File: src/rtl/seq_frame_tx.sv
// rtl/seq_frame_tx.sv - serial frame transmitter: preamble, payload MSB first, optional parity
// Optional parity bit after the payload is enabled by defining SEQ_FRAME_TX_PARITY_EN.
module seq_frame_tx #(
  parameter int                DATA_W   = 8,
  parameter int                PRE_W    = 4,
  parameter logic [PRE_W-1:0]  PREAMBLE = 4'b1001
) (
  input  logic              clock,
  input  logic              reset,
  input  logic              start,
  input  logic [DATA_W-1:0] data_in,
  output logic              ready,
  output logic              x_out,
  output logic              valid,
  output logic              done
);

  localparam int MAX_W = (PRE_W > DATA_W) ? PRE_W : DATA_W;
  localparam int CNT_W = $clog2(MAX_W + 1);

`ifdef SEQ_FRAME_TX_PARITY_EN
  typedef enum logic [1:0] {S_IDLE, S_PRE, S_DATA, S_PAR} state_t;
`else
  typedef enum logic [1:0] {S_IDLE, S_PRE, S_DATA} state_t;
`endif

  state_t              r_state;
  logic                r_ready;
  logic                r_x;
  logic                r_valid;
  logic                r_done;
  logic [CNT_W-1:0]    r_cnt;
  logic [DATA_W-1:0]   r_shift;
  logic [PRE_W-1:0]    r_pre;
`ifdef SEQ_FRAME_TX_PARITY_EN
  logic                r_par;
`endif

  logic [DATA_W-1:0]   w_data_next;
  logic [PRE_W-1:0]    w_pre_next;

  assign w_data_next = r_shift << 1;
  assign w_pre_next  = r_pre << 1;

  always_ff @(posedge clock) begin
    if (!reset) begin
      r_state <= S_IDLE;
      r_ready <= 1'b1;
      r_x     <= 1'b0;
      r_valid <= 1'b0;
      r_done  <= 1'b0;
      r_cnt   <= '0;
      r_shift <= '0;
      r_pre   <= '0;
`ifdef SEQ_FRAME_TX_PARITY_EN
      r_par   <= 1'b0;
`endif
    end else begin
      r_done <= 1'b0;
      case (r_state)
        S_IDLE: begin
          if (start) begin
            r_shift <= data_in;
            r_pre   <= PREAMBLE;
`ifdef SEQ_FRAME_TX_PARITY_EN
            r_par   <= ^data_in;
`endif
            r_x     <= PREAMBLE[PRE_W-1];
            r_valid <= 1'b1;
            r_ready <= 1'b0;
            r_cnt   <= '0;
            r_state <= S_PRE;
          end
        end
        S_PRE: begin
          // r_cnt is the index of the bit currently on x_out
          if (r_cnt == CNT_W'(PRE_W - 1)) begin
            r_x     <= r_shift[DATA_W-1];
            r_cnt   <= '0;
            r_state <= S_DATA;
          end else begin
            r_pre <= w_pre_next;
            r_x   <= w_pre_next[PRE_W-1];
            r_cnt <= r_cnt + CNT_W'(1);
          end
        end
        S_DATA: begin
          if (r_cnt == CNT_W'(DATA_W - 1)) begin
`ifdef SEQ_FRAME_TX_PARITY_EN
            r_x     <= r_par;
            r_state <= S_PAR;
`else
            r_state <= S_IDLE;
            r_valid <= 1'b0;
            r_x     <= 1'b0;
            r_ready <= 1'b1;
            r_done  <= 1'b1;
`endif
          end else begin
            r_shift <= w_data_next;
            r_x     <= w_data_next[DATA_W-1];
            r_cnt   <= r_cnt + CNT_W'(1);
          end
        end
`ifdef SEQ_FRAME_TX_PARITY_EN
        S_PAR: begin
          r_state <= S_IDLE;
          r_valid <= 1'b0;
          r_x     <= 1'b0;
          r_ready <= 1'b1;
          r_done  <= 1'b1;
        end
`endif
        default: begin
          r_state <= S_IDLE;
          r_valid <= 1'b0;
          r_x     <= 1'b0;
          r_ready <= 1'b1;
        end
      endcase
    end
  end

  assign ready = r_ready;
  assign x_out = r_x;
  assign valid = r_valid;
  assign done  = r_done;

endmodule

File: config.mk
export PLATFORM = sky130hd
export DESIGN_NAME = seq_frame_tx
export DESIGN_NICKNAME = d
export VERILOG_FILES = /design/src/rtl/seq_frame_tx.sv
export SDC_FILE = /design/constraint.sdc
export NUM_CORES = 1
export LEC_CHECK = 0
export CAP_MARGIN = 20
export CORE_MARGIN = 3
export CORE_UTILIZATION = 52
export CTS_CLUSTER_DIAMETER = 100
export DETAILED_ROUTE_END_ITERATION = 10
export MAX_ROUTING_LAYER = met4
export PLACE_DENSITY = 0.85
export SLEW_MARGIN = 10
export SYNTH_ARGS = -nofsm -noshare
export SYNTH_HDL_FRONTEND = slang
export SYNTH_SLANG_ARGS = --single-unit
File: constraint.sdc
create_clock -name clock -period 2 [get_ports clock]
set_input_delay 0.2 -clock clock [delete_from_list [all_inputs] [get_ports clock]]
set_output_delay 0.2 -clock clock [all_outputs]
set_load 0.02 [all_outputs]
# ---- Word-level counts from Yosys, hierarchy flattened
# Cells that the tools add are included.
dict set report word_totals {
  input_bits 11
  latch_bits 0
  ramBits 0
  word_cells 53
  output_inout_bits 4
  n_memories 0
  regBits 21
  mem_bits_ro 0
}
dict set report op_classes {
  n_lt_le_gt_ge 0
  n_mux 24
  n_mul 0
  n_reduce_logical 10
  div 0
  n_bitwise 1
  shift 0
  addsub 1
  eq_ne 9
}
# operator count
set op_table {}
lappend op_table {{$mux 8} 2}
lappend op_table {{$pmux 8 s2} 1}
lappend op_table {{$reduce_and 3->1} 5}
lappend op_table {{$mux 4} 3}
lappend op_table {{$pmux 4 s3} 1}
lappend op_table {{$ne 2x2->1 const B} 5}
lappend op_table {{$pmux 1 s3} 3}
lappend op_table {{$mux 1} 7}
lappend op_table {{$mux 2} 3}
lappend op_table {{$mux 3} 2}
lappend op_table {{$pmux 2 s3} 1}
lappend op_table {{$pmux 3 s2} 1}
lappend op_table {{$add 4x1->4 const B} 1}
lappend op_table {{$eq 4x2->1 const B} 1}
lappend op_table {{$eq 4x3->1 const B} 1}
lappend op_table {{$reduce_bool 2->1} 2}
lappend op_table {{$reduce_bool 3->1} 1}
lappend op_table {{$eq 2x1->1 const B} 1}
lappend op_table {{$eq 2x2->1 const B} 1}
lappend op_table {{$logic_not 2->1} 1}
lappend op_table {{$reduce_and 2->1} 1}
lappend op_table {{$not 1->1} 1}

# ---- Depth between registers and ports, before layout
dict set report logic_depth {
  word_depth 3
  mapped_depth 8
  depth_no_buf 6
}

# ---- Least setup slack after synthesis
# OpenSTA, ideal clock, no wires.
dict set report synth_path {
  path_type {reg-to-reg}
  startpoint {register r_state[0]}
  endpoint {register r_cnt[2]}
  path_buffers 1
  synth_period_minus_slack_ns 1.715
  required_time_ns 1.868
  t_arrival_ns 1.583
  stages_incl_launch_ff 8
  path_slack_ns 0.285
  setup_ns 0.132
  cell_sequence {dfxtp_1 -> inv_1 -> ha_1 -> buf_2 -> and4b_2 -> or3_1 -> o21ai_0 -> a21oi_1}
}
dict set report synth_between {
  elab_chain_cells 3
  elab_cells_between_ends 8
  cone_classes {eq/ne (4); mux (1); reduce/logical (3)}
}
# item line
set synth_rtl {}
lappend synth_rtl {{from (decl)} 27} ;# state_t r_state;
lappend synth_rtl {{from (signal assigned)} 47} ;# r_state <= S_IDLE;
lappend synth_rtl {{from (signal assigned)} 72} ;# r_state <= S_PRE;
lappend synth_rtl {{from (signal assigned)} 80} ;# r_state <= S_DATA;
lappend synth_rtl {{$eq 2x2->1 (tied with other cells)} 60} ;# case (r_state)
lappend synth_rtl {{$ne 2x2->1 (no source line) or $reduce_bool 3->1 (tied branches)} n/a}
lappend synth_rtl {{$reduce_and 3->1 (no source line)} n/a}
lappend synth_rtl {{to (signal assigned)} 84} ;# r_cnt <= r_cnt + CNT_W'(1);
lappend synth_rtl {{to (signal assigned)} 102} ;# r_cnt <= r_cnt + CNT_W'(1);
lappend synth_rtl {{to (decl)} 32} ;# logic [CNT_W-1:0] r_cnt;
# Several ways; a longest one is shown, not always the timed one.
# A chain may end at the register's enable or synchronous reset.

# ---- Final worst setup path
# Same ends and word-level chain as after synthesis.

==> summary by stage <==
Run status
The run finished with clean final reports.

STA
Setup repair after global routing left no endpoint under its margin. The final worst setup slack is 0.119 ns. The total negative slack for setup checks is 0 ns.

The clock period minus worst slack is 1.88 ns. Static timing analysis puts the maximum clock frequency at 532 MHz. The count of final max-slew check failures is 0. On the final layout, the worst hold slack is 0.450 ns.

The portion of the clock cycle consumed by the worst path in the final layout is 0.941. The number of hold violations in the final report came to 0. In this run the tightest slew margin relative to its limit is 0.676. Setup violations remaining at the end of the flow were counted as 0. The slew at the pin closest to its max-slew limit is 0.483 ns. The clock arrives with 0.00260 ns of skew.

CTS
The number of gates resized after cts is 0. For this design, the sink count on the clock tree is 21. The cell at the root of the clock tree is sky130_fd_sc_hd__clkbuf_4.

The number of clock buffers inserted by TritonCTS is 3. The post-CTS setup-driven buffer insertion count is 0. The post-CTS clock slew at the launch and capture registers of the worst setup and hold paths is 0.11 ns. The TritonCTS clock tree is yes. The insertion delay to the later sink of the worst-skew pair is 0.30 ns. In this run the number of H-tree levels came out at 1. In this run the deepest clock path goes through 2 buffers. Buffers inserted to repair hold after CTS numbered 0.

Placed design
The half-perimeter wire length after detailed placement is 1710 um. Buffers placed on the I/O ports in this run total 14. The last weighted congestion value of the routability-driven placer is 0.837. The area of placed instances is 1260 um^2. Prior to clock tree synthesis, the placed netlist has a worst setup slack of 0.135 ns.

Detailed routing
The DRC violation count after routing is 0. Using the TritonRoute via totals, the vias-per-cell ratio works out to 5.58. The detail route stage leaves a number of antenna-violating nets equal to 0. Summed over all layers, the routed wires come to 2340 um. Before antenna repair, the detailed router went through 4 iterations.

In the final routed layout, each cell accounts on average for 14.4 um. The total via count in the routed design is 910. The first-iteration detailed-routing DRC count is 14.

Worst setup path
Among all stages on the critical path, the largest delay is contributed by sky130_fd_sc_hd__dfxtp_1. The worst endpoint data arrival time is 2.07 ns. The type of the worst setup path is flop to flop. The worst setup path is launched from a flop. STA classifies the critical path endpoint as a flop.

The largest single stage delay on the critical path is 0.41 ns. The data required time of the worst path is 2.19 ns. The signal on the critical path passes through inv_1 > ha_1 > and4b_2 > or3_1 > o21ai_0 > a21oi_1. In this run the worst path has a maximum fanout of 8.

Global routing
Entering global routing, the biggest net connects 18 pins. For this run, the total global-route usage over all layers was measured as 0.193. Global routing finished with a remaining overflow of 0. The number of antenna violations at the first check in global routing was 0. The first-pass GRT wire length is 3850 um.

The number of global-route vias before repair is 852.

Yosys
The number of storage elements in the synthesis netlist is 21. The instance count of the mapped netlist is 122. Of the post-synthesis cell area, the dominant cell type holds 0.382. The count of unique library cells instantiated by Yosys is 32.

The share of the Yosys chip area taken by registers is 0.382. The Yosys step of the flow raised 0 warnings. In the post-synthesis netlist, the biggest area contributors are sky130_fd_sc_hd__dfxtp_1 (38%), sky130_fd_sc_hd__mux2i_1 (10%), sky130_fd_sc_hd__ha_1 (6.8%), sky130_fd_sc_hd__a211oi_1 (6.1%), sky130_fd_sc_hd__nor2_1 (4.8%).

When the netlist entered floorplanning its net count stood at 139. The average instance area after synthesis is 9.03 um^2. Of all cell types, the one taking the most synthesized area is sky130_fd_sc_hd__dfxtp_1. The summed instance area of the synthesized netlist is 1100 um^2.

Finish
The post-layout instance area is 1300 um^2. The net count of the finished layout is 154. The share of final-layout standard cells stronger than drive strength 1 is 0.0956. 0 antenna diodes ended up in the layout. The area growth from synthesis to layout is 18.0%. Summing all flip-flop and latch instances after layout gives 420 um^2. The layout has 157 filler cells. Summing all multi-input logic gate instances after layout gives 648 um^2.

Floorplanning
The number of cell rows is 16. The starting utilization of the core area is 0.556. 15 I/O pins were placed. From left edge to right edge, the die measures 52.0 um. The die covers 2710 um^2. After floorplanning, the core was sized to cover 1980 um^2. The floorplan step set the die height to 52.0 um.

Job
The tool flagged a number of max-cap violations equal to 0.

Pwr
The share of total power in the clock network is 0.226. Dividing total power by cell area gives a power density of 696 nW/um^2. The net switching power is 0.267 mW. In this run the static leakage power is 0.490 nW. The fraction of power spent switching nets is 0.296. The proportion of power drawn by combinational gates is 0.247. The total chip power is 0.904 mW. The largest voltage drop on the vdd net is 621 uV.

The internal power summed over all cells is 0.637 mW. Of the total power, registers draw 0.527.

Min path
The min-delay analysis places its worst path in the category input pin to flop.
[worst paths after layout]
path / from / endpoint / slack [ns] / cells past startpoint
setup / recovery: r_state[0] / r_cnt[2] / 0.12 / 6
hold / removal: reset / ready / 0.45 / 2
setup reg to reg: r_state[0] / r_cnt[2] / 0.12 / 6
hold reg to reg: r_cnt[1] / r_cnt[1] / 0.50 / 2
[final cells by class]
| cell class | count | area share |
|---|---|---|
| Clock buffer | 4 | 0.0202 |
| Inverter | 4 | 0.0116 |
| Multi-Input combinational cell | 91 | 0.499 |
| Sequential cell | 21 | 0.324 |
| Tap cell | 27 | 0.0260 |
| Timing Repair Buffer | 16 | 0.119 |
[placed cells by master, fill, tap and decap left out]
cell type | synthesis | routed
sky130_fd_sc_hd__a221oi_2 | 1 | 1
sky130_fd_sc_hd__nand3_1 | 4 | 4
sky130_fd_sc_hd__inv_1 | 3 | 3
sky130_fd_sc_hd__o211a_1 | 1 | 1
sky130_fd_sc_hd__and2_1 | 3 | 3
sky130_fd_sc_hd__nor2_1 | 14 | 14
sky130_fd_sc_hd__a21o_1 | 1 | 1
sky130_fd_sc_hd__clkinv_1 | 1 | 1
sky130_fd_sc_hd__a211oi_1 | 9 | 9
sky130_fd_sc_hd__mux2i_1 | 11 | 11
sky130_fd_sc_hd__clkbuf_1 | 2 | 1
sky130_fd_sc_hd__a221oi_1 | 1 | 1
sky130_fd_sc_hd__nand2_1 | 7 | 7
sky130_fd_sc_hd__clkbuf_4 | 0 | 3
sky130_fd_sc_hd__a31oi_1 | 2 | 2
sky130_fd_sc_hd__mux2_2 | 1 | 1
sky130_fd_sc_hd__a21oi_1 | 9 | 9
sky130_fd_sc_hd__nor3b_1 | 3 | 2
sky130_fd_sc_hd__ha_1 | 6 | 6
sky130_fd_sc_hd__nor3_2 | 0 | 1
sky130_fd_sc_hd__nand3b_1 | 3 | 3
sky130_fd_sc_hd__or3_1 | 1 | 1
sky130_fd_sc_hd__nand4b_1 | 2 | 2
sky130_fd_sc_hd__or3b_4 | 1 | 1
sky130_fd_sc_hd__dfxtp_1 | 21 | 21
sky130_fd_sc_hd__nor4b_1 | 1 | 1
sky130_fd_sc_hd__nor3b_2 | 0 | 1
sky130_fd_sc_hd__nand2b_1 | 2 | 2
sky130_fd_sc_hd__clkdlybuf4s50_1 | 0 | 14
sky130_fd_sc_hd__buf_4 | 1 | 2
sky130_fd_sc_hd__and4b_2 | 1 | 1
sky130_fd_sc_hd__nor2b_2 | 0 | 1
sky130_fd_sc_hd__nor2_4 | 1 | 1
sky130_fd_sc_hd__o21ai_0 | 4 | 4
[Yosys cell counts]
cell type                  number
sky130_fd_sc_hd__a211oi_1       9
sky130_fd_sc_hd__a21o_1         1
sky130_fd_sc_hd__a21oi_1        9
sky130_fd_sc_hd__a221oi_1       1
sky130_fd_sc_hd__a221oi_2       1
sky130_fd_sc_hd__a31oi_1        2
sky130_fd_sc_hd__and2_1         3
sky130_fd_sc_hd__and4b_2        1
sky130_fd_sc_hd__buf_2          3
sky130_fd_sc_hd__buf_4          1
sky130_fd_sc_hd__clkbuf_1       2
sky130_fd_sc_hd__clkinv_1       1
sky130_fd_sc_hd__dfxtp_1       21
sky130_fd_sc_hd__ha_1           6
sky130_fd_sc_hd__inv_1          3
sky130_fd_sc_hd__mux2_2         1
sky130_fd_sc_hd__mux2i_1       11
sky130_fd_sc_hd__nand2_1        7
sky130_fd_sc_hd__nand2b_1       2
sky130_fd_sc_hd__nand3_1        4
sky130_fd_sc_hd__nand3b_1       3
sky130_fd_sc_hd__nand4b_1       2
sky130_fd_sc_hd__nor2_1        14
sky130_fd_sc_hd__nor2_4         1
sky130_fd_sc_hd__nor2b_1        1
sky130_fd_sc_hd__nor3_1         1
sky130_fd_sc_hd__nor3b_1        3
sky130_fd_sc_hd__nor4b_1        1
sky130_fd_sc_hd__o211a_1        1
sky130_fd_sc_hd__o21ai_0        4
sky130_fd_sc_hd__or3_1          1
sky130_fd_sc_hd__or3b_4         1
[power by group through the flow]
| stage | clock, mW | sequential, mW | combinational, mW |
|---|---|---|---|
| floorplan | 0 | 0.490 | 0.144 |
| global placement | 0 | 0.483 | 0.210 |
| detailed placement | 0 | 0.485 | 0.217 |
| CTS | 0.211 | 0.476 | 0.218 |
| global route | 0.227 | 0.480 | 0.247 |
| finish | 0.204 | 0.477 | 0.223 |
[per-stage QoR]
stage           util  cells
2_1_floorplan      -    122
3_3_place_gp   0.636    159
3_5_place_dp   0.636    159
4_1_cts        0.649    163
5_1_grt        0.655    163
6_report       0.655    163
[metal layers]
| layer | part of all wire | vias up | track usage |
|---|---|---|---|
| li1 | - | 469 | - |
| met1 | 0.45 | 423 | 0.240 |
| met2 | 0.51 | 16 | 0.314 |
| met3 | 0.035 | 2 | 0.0458 |
| met4 | 0.0047 | 0 | 0.0524 |
| met5 | 0 | - | - |
[registers in the layout, indices dropped and copies added (netlist names)]
name,cells
done,1
r_cnt,4
r_state,2
x_out,1
r_shift,8
valid,1
r_pre,3
ready,1
[worst max-delay path, delay by kind of cell, from the launching register on]
kind            cells  cell delay [ns]
fa+ha+maj           1             0.31
simple gates        2             0.67
buf+inv             1             0.10
compound gates      2             0.28
flops               1             0.41
[kinds of logic (layout without fill, tap and decap cells)]
logic type,after synthesis,in the layout,synth area share
compound gates,28,28,0.169
simple gates,45,45,0.230
mux,12,12,0.110
fa+ha+maj,6,6,0.0682
buf+inv,10,24,0.0409
flops,21,21,0.382
Note: power is estimated with default switching activity, not from simulation.
